<file path="config.mk">
export PLATFORM = sky130hd
export DESIGN_NAME = mmss_timer_counter
export DESIGN_NICKNAME = d
export VERILOG_FILES = /design/src/rtl/timer_pkg.sv /design/src/rtl/bcd_mod60_counter.sv /design/src/rtl/mmss_timer_counter.sv
export SDC_FILE = /design/constraint.sdc
export NUM_CORES = 1
export LEC_CHECK = 0
export ABC_AREA = 1
export BUFFER_PORTS_ARGS = -buffer_cell sky130_fd_sc_hd__buf_4
export CAP_MARGIN = 20
export CELL_PAD_IN_SITES_DETAIL_PLACEMENT = 1
export CELL_PAD_IN_SITES_GLOBAL_PLACEMENT = 1
export CORE_MARGIN = 2
export CORE_UTILIZATION = 40
export CTS_CLUSTER_DIAMETER = 100
export DETAILED_ROUTE_END_ITERATION = 10
export PLACE_DENSITY = 0.75
export SKIP_CTS_REPAIR_TIMING = 1
export SLEW_MARGIN = 20
export SYNTH_ARGS = -nofsm -noshare
export SYNTH_HDL_FRONTEND = slang
export SYNTH_SLANG_ARGS = --single-unit
</file>
<file path="constraint.sdc">
create_clock -name clk -period 2.3 [get_ports clk]
set_clock_uncertainty 0.05 [all_clocks]
set_input_delay 0.115 -clock clk [delete_from_list [all_inputs] [get_ports clk]]
set_output_delay 0.115 -clock clk [all_outputs]
set_load 0.02 [all_outputs]
</file>
<file path="src/rtl/timer_pkg.sv">
// rtl/timer_pkg.sv - shared widths, digit limits and mode encodings for the mm:ss timer
package timer_pkg;

  localparam int DIGIT_W          = 4;
  localparam int DEFAULT_TICK_DIV = 50_000_000;

  localparam logic [DIGIT_W-1:0] MAX_TENS  = 4'd5;
  localparam logic [DIGIT_W-1:0] MAX_UNITS = 4'd9;

  typedef enum logic [1:0] {
    MODE_CLEAR = 2'd0,
    MODE_SET   = 2'd1,
    MODE_COUNT = 2'd2,
    MODE_HOLD  = 2'd3
  } mode_t;

endpackage

</file>
<file path="src/rtl/bcd_mod60_counter.sv">
// rtl/bcd_mod60_counter.sv - two-digit BCD counter 00..59 with wrap-up, saturating-down and load-59
module bcd_mod60_counter
  import timer_pkg::*;
(
  input  logic               clk,
  input  logic               rst,
  input  logic               clear,
  input  logic               inc,
  input  logic               dec,
  input  logic               load59,
  output logic [DIGIT_W-1:0] tens,
  output logic [DIGIT_W-1:0] units,
  output logic               isZero
);

  logic [DIGIT_W-1:0] r_tens;
  logic [DIGIT_W-1:0] r_units;
  logic               w_zero;

  assign w_zero = (r_tens == '0) && (r_units == '0);

  // Down-count saturates at 00; the borrow into the other field is decided by the parent.
  always_ff @(posedge clk or posedge rst) begin
    if (rst) begin
      r_tens  <= '0;
      r_units <= '0;
    end else if (clear) begin
      r_tens  <= '0;
      r_units <= '0;
    end else if (load59) begin
      r_tens  <= MAX_TENS;
      r_units <= MAX_UNITS;
    end else if (inc) begin
      if (r_units == MAX_UNITS) begin
        r_units <= '0;
        r_tens  <= (r_tens == MAX_TENS) ? '0 : r_tens + 1'b1;
      end else begin
        r_units <= r_units + 1'b1;
      end
    end else if (dec && !w_zero) begin
      if (r_units == '0) begin
        r_units <= MAX_UNITS;
        r_tens  <= r_tens - 1'b1;
      end else begin
        r_units <= r_units - 1'b1;
      end
    end
  end

  assign tens   = r_tens;
  assign units  = r_units;
  assign isZero = w_zero;

endmodule

</file>
<file path="src/rtl/mmss_timer_counter.sv">
// rtl/mmss_timer_counter.sv - mm:ss set/countdown timer with one-second prescaler and timeUp flag
module mmss_timer_counter
  import timer_pkg::*;
#(
  parameter int TICK_DIV = DEFAULT_TICK_DIV
) (
  input  logic               clk,
  input  logic               reset,
  input  logic               enableCounter,
  input  logic               forward,
  input  logic               resetTimer,
  input  logic               incrementSeg,
  input  logic               incrementMin,
  output logic [DIGIT_W-1:0] secUnits,
  output logic [DIGIT_W-1:0] secTens,
  output logic [DIGIT_W-1:0] minUnits,
  output logic [DIGIT_W-1:0] minTens,
  output logic               timeUp
);

  localparam int             PW   = (TICK_DIV > 1) ? $clog2(TICK_DIV) : 1;
  localparam logic [PW-1:0]  LAST = PW'(TICK_DIV - 1);

  mode_t         w_mode;
  logic          r_prev_seg;
  logic          r_prev_min;
  logic [PW-1:0] r_presc;
  logic          r_time_up;
  logic          w_seg_rise;
  logic          w_min_rise;
  logic          w_set;
  logic          w_clear;
  logic          w_tick;
  logic          w_sec_zero;
  logic          w_min_zero;
  logic          w_borrow;
  logic          w_reaches_zero;

  always_comb begin
    w_mode = MODE_HOLD;
    if (resetTimer)                     w_mode = MODE_CLEAR;
    else if (enableCounter && forward)  w_mode = MODE_SET;
    else if (enableCounter)             w_mode = MODE_COUNT;
  end

  assign w_clear    = (w_mode == MODE_CLEAR);
  assign w_set      = (w_mode == MODE_SET);
  assign w_seg_rise = incrementSeg && !r_prev_seg;
  assign w_min_rise = incrementMin && !r_prev_min;
  assign w_tick     = (w_mode == MODE_COUNT) && (r_presc == LAST);

  // prev registers reset high so idle-high increment levels are not seen as edges after release
  always_ff @(posedge clk or posedge reset) begin
    if (reset) begin
      r_prev_seg <= 1'b1;
      r_prev_min <= 1'b1;
    end else begin
      r_prev_seg <= incrementSeg;
      r_prev_min <= incrementMin;
    end
  end

  always_ff @(posedge clk or posedge reset) begin
    if (reset) begin
      r_presc <= '0;
    end else begin
      case (w_mode)
        MODE_COUNT: r_presc <= (r_presc == LAST) ? '0 : r_presc + 1'b1;
        MODE_HOLD:  r_presc <= r_presc;
        default:    r_presc <= '0;
      endcase
    end
  end

  assign w_borrow       = w_tick && w_sec_zero && !w_min_zero;
  assign w_reaches_zero = w_min_zero &&
                          (w_sec_zero || ((secTens == '0) && (secUnits == 4'd1)));

  always_ff @(posedge clk or posedge reset) begin
    if (reset) begin
      r_time_up <= 1'b0;
    end else if (w_clear) begin
      r_time_up <= 1'b0;
    end else if (w_set && (w_seg_rise || w_min_rise)) begin
      r_time_up <= 1'b0;
    end else if (w_tick && w_reaches_zero) begin
      r_time_up <= 1'b1;
    end
  end

  bcd_mod60_counter u_sec (
    .clk    (clk),
    .rst    (reset),
    .clear  (w_clear),
    .inc    (w_set && w_seg_rise),
    .dec    (w_tick && !w_sec_zero),
    .load59 (w_borrow),
    .tens   (secTens),
    .units  (secUnits),
    .isZero (w_sec_zero)
  );

  bcd_mod60_counter u_min (
    .clk    (clk),
    .rst    (reset),
    .clear  (w_clear),
    .inc    (w_set && w_min_rise),
    .dec    (w_borrow),
    .load59 (1'b0),
    .tens   (minTens),
    .units  (minUnits),
    .isZero (w_min_zero)
  );

  assign timeUp = r_time_up;

endmodule

</file>
==> metrics.cfg <==
[run_status]
outcome = completed

[synth]
synth_common_cells = 101 x nand2_1, 66 x nor2_1, 58 x inv_1, 43 x dfrtp_1, 42 x nand3_1
async_flop_share_pct = 100
postSynthCellCount = 451
yosys.area.top_type = dfrtp_1
syn_nets = 466
yosysWarnings = 0
synth_top_area_share_pct = 34.2
synth_seq_cells = 45
synth_area_sq_mm = 0.00315
synth_area_leaders = dfrtp_1 34%, nand2_1 12%, nor2_1 7.9%, inv_1 6.9%, nand3_1 6.7%
ys_seq_area_share_pct = 35.9
yosysMostFrequentCell = nand2_1
synth_edf_count = 0
syn_avg_cell_area_sq_um = 6.98
ys_types = 40
synth_flop_cell = dfrtp_1

[pwr]
worst_ir_drop_vdd_v = 0.000443
leakagePower_nw = 1.65
p_per_area_mw_per_mm2 = 706

[place]
dp_slack_ps = 315
dpl.hpwl_microns = 6630
routabilityCongestion = 0.853
port_buffers = 23

[critical_path]
path_max_fanout = 13
r2r_setup_slack_ps = 320
worstReg2RegEnd = u_min.tens[1]
worst-path-buf-inv = 2
crit_arrival_ps = 2130
worst_ep_required_time_ps = 2440
criticalPathCategory = flip-flop to flip-flop
max_stage_delay_ps = 450
worstRegToRegCells = 11
reg2reg_from = u_sec.tens[0]
start_kind = flip-flop
slowest_stage = dfrtp_1
crit_path_cell_trace = inv_1 -> ha_1 -> nand2_1 -> nor2_1 -> o21ai_1 -> inv_1 -> nand3_2 -> nand3_2 -> nand2_1 -> nand2_1 -> nand2_1
cp-end-kind = flip-flop
path_common_cell = nand2_1
critPathTopFamily = simple AND/OR/NAND/NOR gates
crit_start = u_sec.tens[0]

[hold_path]
hold_depth = 4
whs_endpoint = r_presc[24]
hp-class = primary input to flip-flop
holdCritStartpoint = forward

[flow_run]
cap_violations = 0

[final_layout]
drive_above_1_share_pct = 13.3
area_growth_pct = 12.9
diodes = 0
finalNetCount = 495
fillers = 1043

[detailed_routing]
drc = 0
routed-wl-met2_microns = 4090
met1_length_microns = 4260
wirelength_microns = 8630
vias = 3051
wl_per_cell_microns = 14.8
drt_first_iter_violations = 117
top_layer = met4
postRouteAntennaNets = 0
met3WireLength_microns = 238
routed_via_density = 5.23
firstDrtPassIters = 4

[sta]
rsz0062_at_grt = false
period_needed_ps = 1980
worstMarginPinSlew_ps = 640
relSlewSlack_pct = 57.0
finalHoldViolCount = 0
drv_slew = 0
fin_crit_sh_pct = 86.2
fmax_mhz = 504
setup_ws_ps = 317
setup_violations = 0
finalSetupTns_ps = 0

[clock_network]
h-tree-depth = 2
cts-root-buf = clkbuf_8
cts_tree = built
clock_sinks = 45
cts_buffer_depth = 2
cts_buffers = 5
insertion_delay_ps = 300
cts.reportedPaths.clkPinSlew_ps = 90

[global_routing]
grt_max_degree = 22
track_usage_pct = 21.4
first_global_vias = 3037
grt_pass1_wl_microns = 14800
antenna_found_initial = 0
gr-total-overflow = 0

[floorplanning]
rows = 32
initial_core_util_pct = 40.9
dieArea_sq_mm = 0.00859
die_h_microns = 92.7
dieWidth_microns = 92.7
coreArea_sq_mm = 0.00769
pin_count = 24

-- metal layers --
layer	global-route usage (%)	up-vias
met4	2.57	0
met3	2.93	5
met1	31.8	1497
li1	-	1515
met5	0	-
met2	34.4	34
-- worst register-to-register path, stage by stage, from the launching register on --
cell     delay [ps]
dfrtp_1         450
inv_1           140
ha_1            200
nand2_1          60
nor2_1          150
o21ai_1         110
inv_1            80
nand3_2         110
nand3_2         230
nand2_1         150
nand2_1          90
nand2_1          50
-- flip-flops by register name, indices dropped and copies added (netlist names) --
register and flops:
r_presc 26, r_prev_min 1, r_prev_seg 1, timeUp 1
u_min.tens 4, u_min.units 4, u_sec.tens 4, u_sec.units 4
-- power by group --
part	total [mW]	internal [mW]	switching, mW
Combinational	0.930	0.351	0.579
Sequential	1.02	0.872	0.148
Clock	0.559	0.272	0.286
Total	2.51	1.50	1.01
-- stage by stage --
| step | util, % | cells | area, sq um | total power, mW | hold slack [ps] |
|---|---|---|---|---|---|
| final | 46.2 | 583 | 3550 | 2.51 | 160 |
| after floorplan | - | 451 | 3150 | 1.65 | 69.5 |
| after detailed placement | 44.5 | 572 | 3420 | 1.96 | 125 |
| after global routing | 46.2 | 583 | 3550 | 2.71 | 176 |
| after CTS | 45.8 | 580 | 3520 | 2.53 | -214 |
| after global placement | 44.5 | 572 | 3420 | 1.94 | 111 |
-- worst max-delay path by stage --
stage                          to  slack, ps  cells past startpoint
floorplan           u_sec.tens[0]        570                     10
global placement    u_min.tens[2]        440                     11
detailed placement  u_min.tens[1]        320                     11
CTS                 u_min.tens[1]        300                     11
global route        u_min.tens[1]         80                     11
finish              u_min.tens[1]        320                     11
-- placed cells by master, fill, tap and decap left out, drive strengths merged --
master	count
or2	2
a21boi	1
nand4	9
nor3	15
dlygate4sd3	3
o21a	1
buf	26
dfstp	2
a211oi	1
nor2	73
o21ai	34
xor2	10
dfrtp	43
xnor2	1
clkinv	1
inv	65
a32o	2
clkbuf	7
a22oi	1
nand2	105
nand3	45
o31ai	1
nor3b	1
a21oi	17
a31oi	5
ha	8
o22ai	2
-- cell families after synthesis --
family | share of synthesized area (%)
compound gates | 11.7
xor+xnor | 3.06
fa+ha+maj | 3.18
buf+inv | 9.38
flops | 35.9
simple gates | 36.8
-- final cells by class --
cell class / count / area, sq um / area share [%]
flip-flops and latches: 45 / 1130 / 31.8
inverters: 65 / 246 / 6.94
clock buffers: 7 / 96.3 / 2.71
clock inverters: 1 / 5.00 / 0.141
repair buffers: 29 / 225 / 6.34
well taps: 102 / 128 / 3.59
multi-input cells: 334 / 1720 / 48.5
(Power assumes the default switching activity.)
